## src/rtl/axi4lite_pkg.sv

```systemverilog
// rtl/axi4lite_pkg.sv - shared AXI4-Lite response codes, protection values and bridge states
package axi4lite_pkg;

  localparam logic [1:0] OKAY   = 2'b00;
  localparam logic [1:0] EXOKAY = 2'b01;
  localparam logic [1:0] SLVERR = 2'b10;
  localparam logic [1:0] DECERR = 2'b11;

  localparam logic [2:0] PROT_DATA  = 3'b000;
  localparam logic [2:0] PROT_INSTR = 3'b100;

  typedef enum logic [2:0] {
    S_IDLE       = 3'd0,
    S_WADDR_DATA = 3'd1,
    S_WRESP      = 3'd2,
    S_RADDR      = 3'd3,
    S_RDATA      = 3'd4,
    S_DONE       = 3'd5
  } state_e;

endpackage

```

## src/rtl/axi4lite_master_bridge.sv

```systemverilog
// rtl/axi4lite_master_bridge.sv - PicoRV32 native bus to single-outstanding AXI4-Lite master
module axi4lite_master_bridge
  import axi4lite_pkg::*;
#(
  parameter int unsigned ADDR_W         = 32,
  parameter int unsigned TIMEOUT_CYCLES = 1024,
  parameter logic [31:0] ERR_RDATA      = 32'hDEAD_BEEF
) (
  input  logic              clk,
  input  logic              reset,
  input  logic              mem_valid,
  input  logic              mem_instr,
  output logic              mem_ready,
  input  logic [ADDR_W-1:0] mem_addr,
  input  logic [31:0]       mem_wdata,
  input  logic [3:0]        mem_wstrb,
  output logic [31:0]       mem_rdata,
  output logic              awvalid,
  input  logic              awready,
  output logic [ADDR_W-1:0] awaddr,
  output logic [2:0]        awprot,
  output logic              wvalid,
  input  logic              wready,
  output logic [31:0]       wdata,
  output logic [3:0]        wstrb,
  input  logic              bvalid,
  output logic              bready,
  input  logic [1:0]        bresp,
  output logic              arvalid,
  input  logic              arready,
  output logic [ADDR_W-1:0] araddr,
  output logic [2:0]        arprot,
  input  logic              rvalid,
  output logic              rready,
  input  logic [31:0]       rdata,
  input  logic [1:0]        rresp,
  output logic              bus_err,
  output logic              timeout_err
);

  localparam int unsigned CNT_W = (TIMEOUT_CYCLES > 1) ? $clog2(TIMEOUT_CYCLES + 1) : 1;

  state_e            state_q, state_d;
  logic [ADDR_W-1:0] addr_q, addr_d;
  logic [31:0]       wdata_q, wdata_d;
  logic [3:0]        wstrb_q, wstrb_d;
  logic [2:0]        prot_q, prot_d;
  logic              awvalid_q, awvalid_d, wvalid_q, wvalid_d, arvalid_q, arvalid_d;
  logic              bready_q, bready_d, rready_q, rready_d;
  logic              aw_done_q, aw_done_d, w_done_q, w_done_d;
  logic              mem_ready_q, mem_ready_d;
  logic [31:0]       mem_rdata_q, mem_rdata_d;
  logic              bus_err_q, bus_err_d, timeout_err_q, timeout_err_d;
  logic [CNT_W-1:0]  wd_cnt_q, wd_cnt_d;

  logic busy, wd_hit, aw_fire, w_fire;

  assign busy    = (state_q == S_WADDR_DATA) || (state_q == S_WRESP) ||
                   (state_q == S_RADDR) || (state_q == S_RDATA);
  assign wd_hit  = (TIMEOUT_CYCLES != 0) && busy && (32'(wd_cnt_q) == TIMEOUT_CYCLES - 1);
  assign aw_fire = awvalid_q && awready;
  assign w_fire  = wvalid_q && wready;

  always_comb begin
    state_d       = state_q;
    addr_d        = addr_q;
    wdata_d       = wdata_q;
    wstrb_d       = wstrb_q;
    prot_d        = prot_q;
    awvalid_d     = awvalid_q;
    wvalid_d      = wvalid_q;
    arvalid_d     = arvalid_q;
    bready_d      = bready_q;
    rready_d      = rready_q;
    aw_done_d     = aw_done_q;
    w_done_d      = w_done_q;
    mem_rdata_d   = mem_rdata_q;
    bus_err_d     = bus_err_q;
    timeout_err_d = timeout_err_q;
    wd_cnt_d      = busy ? wd_cnt_q + CNT_W'(1) : '0;

    unique case (state_q)
      S_IDLE: begin
        if (mem_valid) begin
          addr_d    = mem_addr;
          wdata_d   = mem_wdata;
          wstrb_d   = mem_wstrb;
          prot_d    = mem_instr ? PROT_INSTR : PROT_DATA;
          aw_done_d = 1'b0;
          w_done_d  = 1'b0;
          if (|mem_wstrb) begin
            awvalid_d = 1'b1;
            wvalid_d  = 1'b1;
            state_d   = S_WADDR_DATA;
          end else begin
            arvalid_d = 1'b1;
            state_d   = S_RADDR;
          end
        end
      end
      S_WADDR_DATA: begin
        if (aw_fire) begin
          awvalid_d = 1'b0;
          aw_done_d = 1'b1;
        end
        if (w_fire) begin
          wvalid_d = 1'b0;
          w_done_d = 1'b1;
        end
        if ((aw_done_q || aw_fire) && (w_done_q || w_fire)) begin
          bready_d = 1'b1;
          state_d  = S_WRESP;
        end
      end
      S_WRESP: begin
        if (bvalid && bready_q) begin
          bready_d = 1'b0;
          state_d  = S_DONE;
          if (bresp != OKAY) bus_err_d = 1'b1;
        end
      end
      S_RADDR: begin
        if (arvalid_q && arready) begin
          arvalid_d = 1'b0;
          rready_d  = 1'b1;
          state_d   = S_RDATA;
        end
      end
      S_RDATA: begin
        if (rvalid && rready_q) begin
          rready_d = 1'b0;
          state_d  = S_DONE;
          if (rresp == OKAY) begin
            mem_rdata_d = rdata;
          end else begin
            mem_rdata_d = ERR_RDATA;
            bus_err_d   = 1'b1;
          end
        end
      end
      S_DONE:  state_d = S_IDLE;
      default: state_d = S_IDLE;
    endcase

    // Abort path drops valids mid-handshake; only meant to unwedge a dead environment.
    if (wd_hit) begin
      awvalid_d     = 1'b0;
      wvalid_d      = 1'b0;
      arvalid_d     = 1'b0;
      bready_d      = 1'b0;
      rready_d      = 1'b0;
      mem_rdata_d   = ERR_RDATA;
      bus_err_d     = 1'b1;
      timeout_err_d = 1'b1;
      state_d       = S_DONE;
    end

    mem_ready_d = (state_d == S_DONE);
  end

  always_ff @(posedge clk) begin
    if (reset) begin
      state_q       <= S_IDLE;
      addr_q        <= '0;
      wdata_q       <= '0;
      wstrb_q       <= '0;
      prot_q        <= PROT_DATA;
      awvalid_q     <= 1'b0;
      wvalid_q      <= 1'b0;
      arvalid_q     <= 1'b0;
      bready_q      <= 1'b0;
      rready_q      <= 1'b0;
      aw_done_q     <= 1'b0;
      w_done_q      <= 1'b0;
      mem_ready_q   <= 1'b0;
      mem_rdata_q   <= '0;
      bus_err_q     <= 1'b0;
      timeout_err_q <= 1'b0;
      wd_cnt_q      <= '0;
    end else begin
      state_q       <= state_d;
      addr_q        <= addr_d;
      wdata_q       <= wdata_d;
      wstrb_q       <= wstrb_d;
      prot_q        <= prot_d;
      awvalid_q     <= awvalid_d;
      wvalid_q      <= wvalid_d;
      arvalid_q     <= arvalid_d;
      bready_q      <= bready_d;
      rready_q      <= rready_d;
      aw_done_q     <= aw_done_d;
      w_done_q      <= w_done_d;
      mem_ready_q   <= mem_ready_d;
      mem_rdata_q   <= mem_rdata_d;
      bus_err_q     <= bus_err_d;
      timeout_err_q <= timeout_err_d;
      wd_cnt_q      <= wd_cnt_d;
    end
  end

  assign mem_ready   = mem_ready_q;
  assign mem_rdata   = mem_rdata_q;
  assign awvalid     = awvalid_q;
  assign awaddr      = addr_q;
  assign awprot      = PROT_DATA;
  assign wvalid      = wvalid_q;
  assign wdata       = wdata_q;
  assign wstrb       = wstrb_q;
  assign bready      = bready_q;
  assign arvalid     = arvalid_q;
  assign araddr      = addr_q;
  assign arprot      = prot_q;
  assign rready      = rready_q;
  assign bus_err     = bus_err_q;
  assign timeout_err = timeout_err_q;

endmodule

```

## config.mk

```make
export PLATFORM = sky130hd
export DESIGN_NAME = axi4lite_master_bridge
export DESIGN_NICKNAME = d
export VERILOG_FILES = /design/src/rtl/axi4lite_pkg.sv /design/src/rtl/axi4lite_master_bridge.sv
export SDC_FILE = /design/constraint.sdc
export NUM_CORES = 1
export LEC_CHECK = 0
export CAP_MARGIN = 10
export CELL_PAD_IN_SITES_DETAIL_PLACEMENT = 0
export CELL_PAD_IN_SITES_GLOBAL_PLACEMENT = 1
export CORE_UTILIZATION = 30
export DETAILED_ROUTE_END_ITERATION = 7
export PLACE_DENSITY_LB_ADDON = 0.1
export SYNTH_ARGS = -nofsm -noshare
export SYNTH_HDL_FRONTEND = slang
export SYNTH_SLANG_ARGS = --single-unit
```

## constraint.sdc

```tcl
create_clock -name clk -period 3.9 [get_ports clk]
set_clock_uncertainty 0.15 [all_clocks]
set_input_delay 0.975 -clock clk [delete_from_list [all_inputs] [get_ports clk]]
set_output_delay 0.975 -clock clk [all_outputs]
set_load 0.005 [all_outputs]
```

==> impl_metrics.json <==
{
  "synth-seq-cells": 125,
  "fin_crit_ps": 2763,
  "cts_max_level": 4,
  "power_density_nw_per_um2": 428.7,
  "synthArstFlopShare_pct": 0,
  "synthTopCellsByCount": "nand2_1, dfxtp_1, a21oi_1",
  "cp-endpoint": "wdata[11]",
  "hold_class": "flip-flop to flip-flop",
  "peakVddDrop_mv": 0.2894,
  "vias_per_cell": 4.538,
  "dr_total_vias": 4738,
  "dieWidth_um": 132.4,
  "cts_tree": "built",
  "timing.hold.ws_ps": 299.6,
  "grt_pass1_vias": 4630,
  "grt_use_total_pct": 17.33,
  "crit_fanout": 44,
  "hold_viol_final": 0,
  "reg2reg_setup_slack_ps": 1600,
  "critPathCaptureType": "flip-flop",
  "avgSynthCellArea_um2": 8.398,
  "dieArea_um2": 17520,
  "dpl_cell_area_um2": 7488,
  "cp_slowest_cell": "or4b_2",
  "antenna_found_initial": 0,
  "start_kind": "primary input",
  "maxSlewHeadroom_pct": 43.94,
  "r2r-end": "mem_rdata[1]",
  "max_stage_delay_ps": 950,
  "cap_violations": 0,
  "synth_area_leaders": "dfxtp_1, nand2_1, a21oi_1, buf_4, mux2i_1",
  "clk_pin_slew_ps": 50,
  "nFillCells": 1588,
  "first_pass_iters": 4,
  "holdBufCountCts": 0,
  "yosysMostFrequentCell": "nand2_1",
  "placed_cells": 1012,
  "p_total_mw": 3.486,
  "final_min_period_over_clock_period_pct": 70.84,
  "final_antenna_net_count": 0,
  "status": "finished, final reports clean",
  "design_area_um2": 8132,
  "fmax_ghz": 0.3620,
  "diodes": 0,
  "portBuffers": 253,
  "cts_setup_buffers": 0,
  "cts-root-buf": "clkbuf_16",
  "worstSkewPairLatency_ps": 420,
  "crit-reg2reg-launch": "state_q[2]",
  "fin_cells": 1044,
  "hpwl_um": 10440,
  "fp.dieH_um": 132.4,
  "yosysTopAreaCell": "dfxtp_1",
  "drt-total-wl_um": 15130,
  "drt_iter0_drc": 170,
  "worst_pin_slew_ps": 840.8,
  "grt_max_degree": 78,
  "rsz0062_at_grt": "false",
  "io_pins": 259,
  "drive_above_1_share_pct": 5.461,
  "synth_ff_type": "dfxtp_1",
  "setup_viol": 0,
  "crit_buf_inv": 2,
  "critical_path.cell_chain": "clkdlybuf4s50_1 > or4b_2 > buf_12 > nand2_1 > a21oi_1",
  "yosysUniqueCellTypes": 43,
  "worst_ep_required_time_ps": 4020,
  "nNetsFinal": 925,
  "yosysSeqAreaShare_pct": 49.09,
  "grt_pass1_wl_um": 24060,
  "cp_num_cells": 5,
  "wl_per_cell_um": 14.49,
  "cts_resized": 0,
  "r2r_cells": 4,
  "route.detailed.drc": 0,
  "leakagePower_nw": 2.882,
  "clock-sinks": 125,
  "synthCells": 607,
  "start_util_pct": 30.74,
  "slew_viol_final": 0,
  "synth_top_area_share_pct": 49.09,
  "cts_buffer_depth": 2,
  "area_growth_pct": 59.52,
  "ys_warn_count": 0,
  "crit_arrival_ps": 2880,
  "tns_ps": 0,
  "cp_top_family": "simple AND/OR/NAND/NOR gates",
  "synth-edff-count": 0,
  "gp_congestion": 0.7623,
  "cts_made_buffers": 17,
  "critPathLaunch": "mem_valid",
  "coreArea_um2": 16580,
  "overflow": 0,
  "path_class": "primary input to flip-flop",
  "synth_area_um2": 5097,
  "fp-row-count": 47
}
routing by layer:
metal / part of all wire, % / vias to the layer above / track usage [%] / wire, µm
met3: 7.8 / 21 / 6.690 / 1180
met2: 47 / 162 / 28.63 / 7169
met5: 0 / - / 0 / 0
met4: 1.9 / 0 / 7.344 / 288
li1: - / 2394 / - / -
met1: 43 / 2161 / 19.92 / 6493
final cells by class:
| cell class | instances | area (µm²) | share of cell area (%) |
|---|---|---|---|
| flip-flops and latches | 125 | 2502 | 30.77 |
| inverters | 3 | 11.26 | 0.1385 |
| well taps | 220 | 275.3 | 3.385 |
| multi-input cells | 404 | 2105 | 25.88 |
| repair buffers | 260 | 2595 | 31.91 |
| clock buffers | 21 | 480.5 | 5.909 |
| clock inverters | 11 | 162.7 | 2.000 |
how the worst min path moves through the flow:
| stage | from | to | slack [ps] | cells after the start |
|---|---|---|---|---|
| floorplan | wd_cnt_q[0] | wd_cnt_q[0] | 260 | 1 |
| global placement | wd_cnt_q[0] | wd_cnt_q[0] | 270 | 1 |
| detailed placement | wd_cnt_q[0] | wd_cnt_q[0] | 290 | 1 |
| CTS | wd_cnt_q[0] | wd_cnt_q[0] | 300 | 1 |
| global route | wdata[29] | wdata[29] | 320 | 2 |
| finish | wd_cnt_q[0] | wd_cnt_q[0] | 300 | 1 |
state kept, by name, summed over array words and instances, names as in the netlist, 3 cells and up:
register / cells
wstrb: 4
state_q: 3
araddr: 32
wdata: 32
wd_cnt_q: 11
mem_rdata: 32
logic make-up (layout without fill, tap and decap cells):
| kind of cell | count (synthesis) | in the layout | share of synthesized area (%) |
|---|---|---|---|
| buf+inv | 82 | 295 | 10.09 |
| simple gates | 244 | 244 | 21.75 |
| fa+ha+maj | 1 | 1 | 0.2454 |
| other cells | 1 | 5 | 0.07357 |
| compound gates | 121 | 121 | 12.49 |
| xor+xnor | 9 | 9 | 1.546 |
| flops | 125 | 125 | 49.09 |
| mux | 24 | 24 | 4.713 |
per-stage QoR:
| step | setup slack (ps) | utilization [%] |
|---|---|---|
| finish | 1137 | 49.03 |
| global route | 1045 | 49.03 |
| CTS | 1130 | 49.03 |
| detailed placement | 670.7 | 45.16 |
| global placement | 691.9 | 45.16 |
| floorplan | 1700 | - |
cell usage in the layout (no fill, tap or decap), types with 4 or more instances in the layout:
cell,instances
xnor2_1,4
nor2_1,22
nor3_1,4
clkdlybuf4s50_1,252
nand4_1,5
mux2i_1,24
dfxtp_1,125
clkbuf_16,17
bufinv_16,4
clkbuf_8,4
xor2_1,5
nand2_1,156
conb_1,5
a21oi_1,109
nand3_1,12
buf_4,7
clkinv_2,4
or3_1,24
report_power, final:
part | switching (mW) | internal (mW)
registers | 0.0367 | 1.33
clock network | 0.567 | 1.13
logic | 0.164 | 0.257
total | 0.768 | 2.72
Note: power is estimated with default switching activity, not from simulation.
